===== src/rtl/div_share_arbiter.sv =====
// Round-robin sharing of one pipelined, clock-enabled integer divider among NREQ requesters.
// A tag pipeline shadows the divider so each quotient/remainder returns to its owner in issue order.
module div_share_arbiter #(
    parameter int NREQ        = 4,
    parameter int WIDTH       = 32,
    parameter int DIV_LATENCY = 5
) (
    input  logic                    clk,
    input  logic                    reset,
    input  logic [NREQ-1:0]         req_valid,
    input  logic [NREQ*WIDTH-1:0]   req_numer,
    input  logic [NREQ*WIDTH-1:0]   req_denom,
    output logic [NREQ-1:0]         req_ready,
    output logic [WIDTH-1:0]        div_numer,
    output logic [WIDTH-1:0]        div_denom,
    output logic                    div_clken,
    input  logic [WIDTH-1:0]        div_quotient,
    input  logic [WIDTH-1:0]        div_remain,
    output logic [NREQ-1:0]         resp_valid,
    output logic [WIDTH-1:0]        resp_quotient,
    output logic [WIDTH-1:0]        resp_remain,
    output logic                    resp_div_zero,
    output logic                    busy
);

    localparam int PW = (NREQ > 1) ? $clog2(NREQ) : 1;
    localparam int TD = DIV_LATENCY + 1;

    // Handshake: requester k transfers when req_valid[k] & req_ready[k]; req_ready is a
    // combinational one-hot grant and valid must hold its data stable until that transfer.

    logic [WIDTH-1:0] numer_arr [NREQ];
    logic [WIDTH-1:0] denom_arr [NREQ];

    for (genvar k = 0; k < NREQ; k++) begin : g_unpack
        assign numer_arr[k] = req_numer[k*WIDTH +: WIDTH];
        assign denom_arr[k] = req_denom[k*WIDTH +: WIDTH];
    end

    logic [PW-1:0]   ptr;
    logic [PW-1:0]   grant_idx;
    logic [PW-1:0]   cand_idx;
    logic [NREQ-1:0] grant;
    logic            found;
    int              cand;

    always_comb begin
        grant     = '0;
        grant_idx = '0;
        found     = 1'b0;
        cand      = 0;
        cand_idx  = '0;
        for (int i = 0; i < NREQ; i++) begin
            cand     = (int'(ptr) + i) % NREQ;
            cand_idx = PW'(cand);
            if (!found && req_valid[cand_idx]) begin
                found     = 1'b1;
                grant_idx = cand_idx;
            end
        end
        if (found) begin
            grant[grant_idx] = 1'b1;
        end
    end

    logic             handshake;
    logic [WIDTH-1:0] sel_denom;
    logic             sel_zero;

    assign req_ready = grant;
    assign handshake = found;
    assign sel_denom = denom_arr[grant_idx];
    assign sel_zero  = (sel_denom == '0);

    logic [TD-1:0] tag_valid;
    logic [TD-1:0] tag_zero;
    logic [PW-1:0] tag_owner [TD];

    assign busy      = |tag_valid;
    // Divider stages only need to move while something live is inside them.
    assign div_clken = handshake | busy;

    always_ff @(posedge clk or posedge reset) begin
        if (reset) begin
            ptr           <= '0;
            tag_valid     <= '0;
            tag_zero      <= '0;
            for (int i = 0; i < TD; i++) begin
                tag_owner[i] <= '0;
            end
            div_numer     <= '0;
            div_denom     <= '0;
            resp_valid    <= '0;
            resp_quotient <= '0;
            resp_remain   <= '0;
            resp_div_zero <= 1'b0;
        end else begin
            if (handshake) begin
                ptr       <= (grant_idx == PW'(NREQ - 1)) ? '0 : grant_idx + 1'b1;
                div_numer <= numer_arr[grant_idx];
                // A zero denominator is replaced by 1 so the quotient carries the numerator back.
                div_denom <= sel_zero ? WIDTH'(1) : sel_denom;
            end

            if (div_clken) begin
                tag_valid    <= {tag_valid[TD-2:0], handshake};
                tag_zero     <= {tag_zero[TD-2:0], handshake & sel_zero};
                tag_owner[0] <= grant_idx;
                for (int i = 1; i < TD; i++) begin
                    tag_owner[i] <= tag_owner[i-1];
                end
            end

            if (tag_valid[TD-1] && div_clken) begin
                resp_valid <= NREQ'(1) << tag_owner[TD-1];
                if (tag_zero[TD-1]) begin
                    resp_quotient <= '1;
                    resp_remain   <= div_quotient;
                    resp_div_zero <= 1'b1;
                end else begin
                    resp_quotient <= div_quotient;
                    resp_remain   <= div_remain;
                    resp_div_zero <= 1'b0;
                end
            end else begin
                resp_valid <= '0;
            end
        end
    end

endmodule


===== config.mk =====
export PLATFORM = sky130hd
export DESIGN_NAME = div_share_arbiter
export DESIGN_NICKNAME = d
export VERILOG_FILES = /design/src/rtl/div_share_arbiter.sv
export SDC_FILE = /design/constraint.sdc
export NUM_CORES = 1
export LEC_CHECK = 0
export ABC_AREA = 1
export BUFFER_PORTS_ARGS = -buffer_cell sky130_fd_sc_hd__buf_2
export CAP_MARGIN = 30
export CORE_AREA = 10 10 172 174
export DETAILED_ROUTE_END_ITERATION = 10
export DIE_AREA = 0 0 182 184
export PLACE_DENSITY_LB_ADDON = 0.05
export SLEW_MARGIN = 10
export SYNTH_ARGS = -nofsm -noshare
export SYNTH_HDL_FRONTEND = slang
export SYNTH_SLANG_ARGS = --single-unit
export TNS_END_PERCENT = 30

===== constraint.sdc =====
create_clock -name clk -period 11.6 [get_ports clk]
set_clock_uncertainty 0.05 [all_clocks]
set_input_delay 0.58 -clock clk [delete_from_list [all_inputs] [get_ports clk]]
set_output_delay 0.58 -clock clk [all_outputs]
set_load 0.005 [all_outputs]

==> flow_metrics.py, run 1 <==
metrics = {
    "run_status": {
        "status": "completed",
    },
    "clock_network": {
        "cts_resized": 0,
        "cts_sinks": 159,
        "h-tree-depth": 4,
        "root_buffer": "clkbuf_16",
        "clk_path_buf_depth": 2,
        "clock_latency_ns": 0.42,
        "cts_buffers": 17,
        "clk_pin_slew_worst_paths_ns": 0.08,
        "cts_tree": "done",
        "hold_buffers": 0,
        "cts_setup_buffers": 0,
    },
    "synthesis": {
        "synth.distinct_cells": 27,
        "ys_seq_area_share_pct": 46.0,
        "yosys_register_bits": 159,
        "synth_area_sq_um": 8640,
        "synth_cells": 1168,
        "syn_area_per_cell_sq_um": 7.40,
        "syn_nets": 1498,
        "yosys_warnings": 0,
    },
    "routing": {
        "drtAntennaViolNets": 0,
        "routed_wl_microns": 39900,
        "wl_per_cell_microns": 20.7,
        "drc": 0,
        "firstDrtPassIters": 5,
        "vias_per_cell": 4.98,
        "drt_iter0_markers": 642,
        "vias": 9611,
    },
    "worst_setup_path": {
        "cp_slowest_cell": "buf_4",
        "r2r_slack_ns": 6.87,
        "crit_path_cell_trace": "inv_4, nand2_1, nand3_1, nand2_1, inv_1, nand3_4, buf_4, nand3_4, inv_2, buf_4, ha_1, nand2_1, inv_1, buf_2",
        "critical_path.top_delay_family": "buffers and inverters",
        "crit_top_cell": "nand2_1",
        "crit_fanout": 64,
        "end_kind": "output port",
        "crit_required_ns": 10.97,
        "r2r_start": "ptr[0]",
        "worstSetupPathType": "reg -> out",
        "crit_path_end": "req_ready[3]",
        "r2r-end": "tag_zero[0]",
        "critPathMaxStageDelay_ns": 0.69,
        "crit_start": "ptr[0]",
        "startpoint_type": "flop",
        "cp.depth": 14,
        "path_buf_inv": 7,
        "r2r_cells": 19,
        "cp_data_arrival_time_ns": 4.86,
    },
    "place": {
        "dp_hpwl_microns": 30700,
        "io_buffers": 464,
        "routabilityCongestion": 0.894,
    },
    "flow_run": {
        "max_cap_viol_count": 0,
    },
    "cells_and_area": {
        "layout_common_cells": "464 x buf_2, 337 x nand2_1, 158 x dfrtp_1, 143 x nor2_1, 132 x o21ai_0",
        "final_common_cell": "buf_2",
        "finish.utilization_pct": 45.3,
        "area_growth_pct": 35.7,
        "nNetsFinal": 1900,
        "drive_gt1_share_pct": 35.4,
        "nFillCells": 2795,
    },
    "timing": {
        "hold_viol": 0,
        "fin_setup_tns_ns": 0,
        "drv_slew": 0,
        "min_period_ns": 5.49,
        "fin_crit_sh_pct": 47.3,
        "rsz0062_at_grt": "no",
        "tightest_slew_ns": 0.913,
        "max_freq_ghz": 0.182,
        "relSlewSlack_pct": 39.1,
        "setup-violations-final": 0,
    },
    "grt": {
        "grtUsageTotal_pct": 23.0,
        "grt_overflow_total": 0,
        "grt_max_degree": 96,
        "grt_pass1_vias": 9820,
        "grt_pass1_wl_microns": 60100,
        "grt_antenna_before_repair": 25,
    },
    "min_path": {
        "hold_path_class": "in -> async",
    },
    "power": {
        "irDropWorstVdd_uv": 224,
        "power_density_nw_per_um2": 334,
        "p_total_w": 0.00391,
        "p_leak_nw": 5.98,
    },
    "floorplan": {
        "start_util_pct": 33.4,
        "rows": 59,
        "die_h_microns": 184,
        "dieArea_sq_um": 33500,
        "ios": 465,
        "die_w_microns": 182,
        "core-area_sq_um": 25900,
    },
}
[worst reg2reg max path: stages, from the launching register on]
cell     delay [ns]
dfrtp_1        0.56
inv_4          0.12
nand2_1        0.11
nand3_1        0.10
nand2_1        0.10
inv_1          0.09
nand3_4        0.50
buf_4          0.69
nand3_4        0.54
inv_2          0.65
buf_4          0.51
nand2_1        0.10
nand3_1        0.08
nand2_1        0.09
nand2_1        0.07
nor2_1         0.04
nand2_1        0.07
nor2_1         0.04
nand2_1        0.06
o21ai_1        0.06
[metal layers]
layer | share of wire, % | wire length (microns) | GRT usage, % | vias up
met5 | 0.31 | 125 | 0 | -
met2 | 49 | 19600 | 38.7 | 373
li1 | - | - | - | 4726
met1 | 39 | 15500 | 26.2 | 4435
met3 | 9.9 | 3970 | 9.63 | 55
met4 | 1.6 | 654 | 6.44 | 22
[worst min path at each step]
stage,end,slack (ns),depth (start not counted)
floorplan,tag_valid[3],0.38,1
global placement,tag_valid[5],0.31,0
detailed placement,tag_valid[3],0.31,0
CTS,resp_quotient[20],0.16,2
global route,resp_quotient[26],0.16,2
finish,resp_quotient[26],0.14,2
[state kept, by name (all words and copies together) (netlist names)]
register / count
div_denom: 32
div_numer: 32
resp_quotient: 32
resp_remain: 32
tag_owner: 12
tag_valid: 6
tag_zero: 6
resp_valid: 4
ptr: 2
resp_div_zero: 1
[cell usage after synthesis, drive strengths merged]
master,count,share of area (%)
or2,32,2.3
clkbuf,57,2.5
buf,39,2.5
a21oi,3,0.17
o211ai,32,2.8
inv,24,1.1
o21ai,137,7.9
ha,4,0.58
nor2,145,6.4
nand4,51,3.7
nand3,106,6.5
clkinv,2,0.087
nor3,5,0.29
a31oi,32,2.3
dfrtp,159,46
nand2,340,15
[power breakdown]
| group | internal (W) | switching [W] | leakage, nW |
|---|---|---|---|
| logic | 0.000840 | 0.00161 | 3.83 |
| registers | 0.000785 | 0.000115 | 1.87 |
| clock network | 0.000293 | 0.000269 | 0.282 |
| total | 0.00192 | 0.00200 | 5.98 |
[logic make-up (layout without fill, tap and decap cells)]
family,Yosys count,in the layout,synth area share (%)
buffers and inverters,122,537,6.15
flip-flops,159,159,46.0
adder cells (fa/ha/maj),4,4,0.579
other,0,12,0
AO/OA/AOI/OAI,204,204,13.2
AND/OR/NAND/NOR,679,679,34.0
[stage by stage]
stage	hold WS, ns	cell area (sq um)	setup slack (ns)	cells
final	0.138	11700	6.11	1930
after global routing	0.161	11700	5.68	1924
after CTS	0.156	11700	6.00	1916
after detailed placement	0.314	11100	6.44	1884
after global placement	0.306	11100	6.49	1883
after floorplan	0.380	8640	6.68	1168
[area by class of cell]
type	count	area [sq um]	share of cell area [%]
Timing Repair Buffer	479	2480	21.1
Clock buffer	18	439	3.74
Multi-Input combinational cell	887	4140	35.3
Clock inverter	14	141	1.20
Antenna cell	12	30.0	0.256
Tap cell	335	419	3.57
Sequential cell	159	3980	33.9
Inverter	26	105	0.896
Power figures use the tool's default switching activity.
==> run 2: changes to the inputs <==
--- a/config.mk
+++ b/config.mk
@@ -8,9 +8,9 @@
 export ABC_AREA = 1
 export BUFFER_PORTS_ARGS = -buffer_cell sky130_fd_sc_hd__buf_2
 export CAP_MARGIN = 30
-export CORE_AREA = 10 10 172 174
+export CORE_AREA = 10 10 170 172
 export DETAILED_ROUTE_END_ITERATION = 10
-export DIE_AREA = 0 0 182 184
+export DIE_AREA = 0 0 180 182
 export PLACE_DENSITY_LB_ADDON = 0.05
 export SLEW_MARGIN = 10
 export SYNTH_ARGS = -nofsm -noshare
==> constraint.sdc (replaced) <==
create_clock -name clk -period 4.75 [get_ports clk]
set_clock_uncertainty 0.05 [all_clocks]
set_input_delay 0.2375 -clock clk [delete_from_list [all_inputs] [get_ports clk]]
set_output_delay 0.2375 -clock clk [all_outputs]
set_load 0.005 [all_outputs]
==> flow_metrics.py, run 2 (same netlist as run 1, synthesis figures left out) <==
metrics = {
    "grt": {
        "grt_pass1_wl_microns": 59200,
        "grt_overflow_total": 0,
        "grt_max_degree": 84,
        "grtUsageTotal_pct": 22.8,
        "grt_pass1_vias": 9826,
        "grt_antenna_before_repair": 11,
    },
    "cells_and_area": {
        "layout_common_cells": "464 x buf_2, 337 x nand2_1, 158 x dfrtp_1, 143 x nor2_1, 132 x o21ai_0",
        "area_growth_pct": 37.8,
        "instances_no_fill": 1949,
        "nNetsFinal": 1922,
        "final_area_sq_um": 11900,
        "final_common_cell": "buf_2",
        "drive_gt1_share_pct": 35.0,
    },
    "clock_network": {
        "cts_sinks": 159,
        "clk_pin_slew_worst_paths_ns": 0.07,
        "root_buffer": "clkbuf_16",
        "clk_path_buf_depth": 2,
        "h-tree-depth": 4,
        "cts_tree": "done",
        "cts_buffers": 17,
        "clock_latency_ns": 0.42,
    },
    "floorplan": {
        "dieArea_sq_um": 32800,
        "core-area_sq_um": 25600,
        "die_h_microns": 182,
        "start_util_pct": 33.7,
        "rows": 59,
        "ios": 465,
        "die_w_microns": 180,
    },
    "routing": {
        "firstDrtPassIters": 5,
        "routed-wl-met2_microns": 19200,
        "vias_per_cell": 4.96,
        "met1_length_microns": 16200,
        "drtAntennaViolNets": 0,
        "drt_iter0_markers": 674,
        "routed.top_layer": "met5",
        "drc": 0,
        "routed_wl_microns": 39300,
        "vias": 9661,
        "met3RoutedLength_microns": 3170,
        "wl_per_cell_microns": 20.2,
    },
    "worst_setup_path": {
        "crit_start": "ptr[0]",
        "r2r-end": "div_denom[0]",
        "startpoint_type": "flop",
        "r2r_slack_ns": 1.22,
        "r2r_start": "ptr[0]",
        "r2r_cells": 19,
        "cp_data_arrival_time_ns": 3.51,
        "crit_path_end": "req_ready[3]",
        "crit_required_ns": 4.46,
        "end_kind": "output port",
        "worstSetupPathType": "reg -> out",
        "crit_fanout": 72,
    },
    "place": {
        "dp_cells": 1886,
        "dp_hpwl_microns": 30000,
        "dpl-instance-area_sq_um": 11100,
        "routabilityCongestion": 0.908,
        "io_buffers": 464,
    },
    "timing": {
        "min_period_ns": 3.80,
        "max_freq_ghz": 0.263,
        "drv_slew": 0,
        "fin_setup_tns_ns": 0,
        "rsz0062_at_grt": "no",
        "tightest_slew_ns": 0.889,
        "fin_crit_sh_pct": 80.1,
        "relSlewSlack_pct": 40.7,
        "hold_viol": 0,
        "setup-violations-final": 0,
    },
    "power": {
        "irDropWorstVdd_uv": 542,
        "power_density_nw_per_um2": 798,
        "p_leak_nw": 6.05,
    },
    "min_path": {
        "hold_path_depth": 3,
        "hold_path_class": "in -> reg",
    },
    "flow_run": {
        "max_cap_viol_count": 0,
    },
    "run_status": {
        "status": "completed",
    },
}
-- run 2: cell count changes in the layout (fill, tap and decap cells not counted), moves of 2 or more --
cell	previous run	this run
buf_4	12	15
clkinv_4	0	2
clkinvlp_4	2	4
diode_2	12	9
dlygate4sd3_1	0	21
inv_8	4	1
-- run 2: repair_timing --
action | in CTS | in global routing
gates resized for setup | 0 | 0
buffers inserted | 0 | 0
hold buffers | 21 | 0
hold endpoints to repair | 99 | 0
-- run 2: metrics by stage --
stage	setup slack, ns	utilization [%]	total power [W]	hold WS, ns
4_1_cts	0.905	46.3	0.00958	0.00132
5_1_grt	0.686	46.5	0.0104	0.0224
3_5_place_dp	1.27	43.2	0.00818	0.314
3_3_place_gp	1.34	43.2	0.00813	0.307
2_1_floorplan	0.171	-	0.00635	0.316
6_report	0.948	46.5	0.00950	0.0193
-- run 2: area by class of cell --
type	count	area (sq um)
Clock inverter	14	149
Clock buffer	18	429
Sequential cell	159	3980
Antenna cell	9	22.5
Multi-Input combinational cell	887	4140
Tap cell	335	419
Fill cell	2707	13700
Timing Repair Buffer	501	2670
Inverter	26	105
-- run 2: worst min path at each step --
stage / start / end / slack (ns)
detailed placement: tag_valid[4] / tag_valid[5] / 0.31
global route: div_quotient[15] / resp_quotient[15] / 0.02
floorplan: div_quotient[0] / resp_quotient[0] / 0.32
finish: div_quotient[30] / resp_quotient[30] / 0.02
CTS: div_quotient[30] / resp_quotient[30] / 0.001
global placement: tag_valid[4] / tag_valid[5] / 0.31
-- run 2: power breakdown --
group | total, W | internal, W | switching [W] | leakage, nW
Sequential | 0.00220 | 0.00192 | 0.000288 | 1.87
Combinational | 0.00594 | 0.00200 | 0.00394 | 3.91
Clock | 0.00136 | 0.000740 | 0.000619 | 0.269
-- run 2: layer usage --
layer	up-vias	global-route usage, %
met5	-	0
met4	2	6.62
met3	34	7.51
met2	354	38.4
met1	4509	27.1
li1	4762	-
-- run 2: worst max-delay path: stages, from the launching register on --
cell     delay (ns)
dfrtp_1        0.57
inv_4          0.11
nand2_1        0.09
nand2_2        0.08
nand2_1        0.08
nand2_1        0.09
nor2_4         0.14
nand3_4        0.11
nand3_4        0.09
buf_4          0.56
inv_2          0.53
ha_1           0.37
nand2_1        0.07
inv_1          0.04
buf_2          0.13
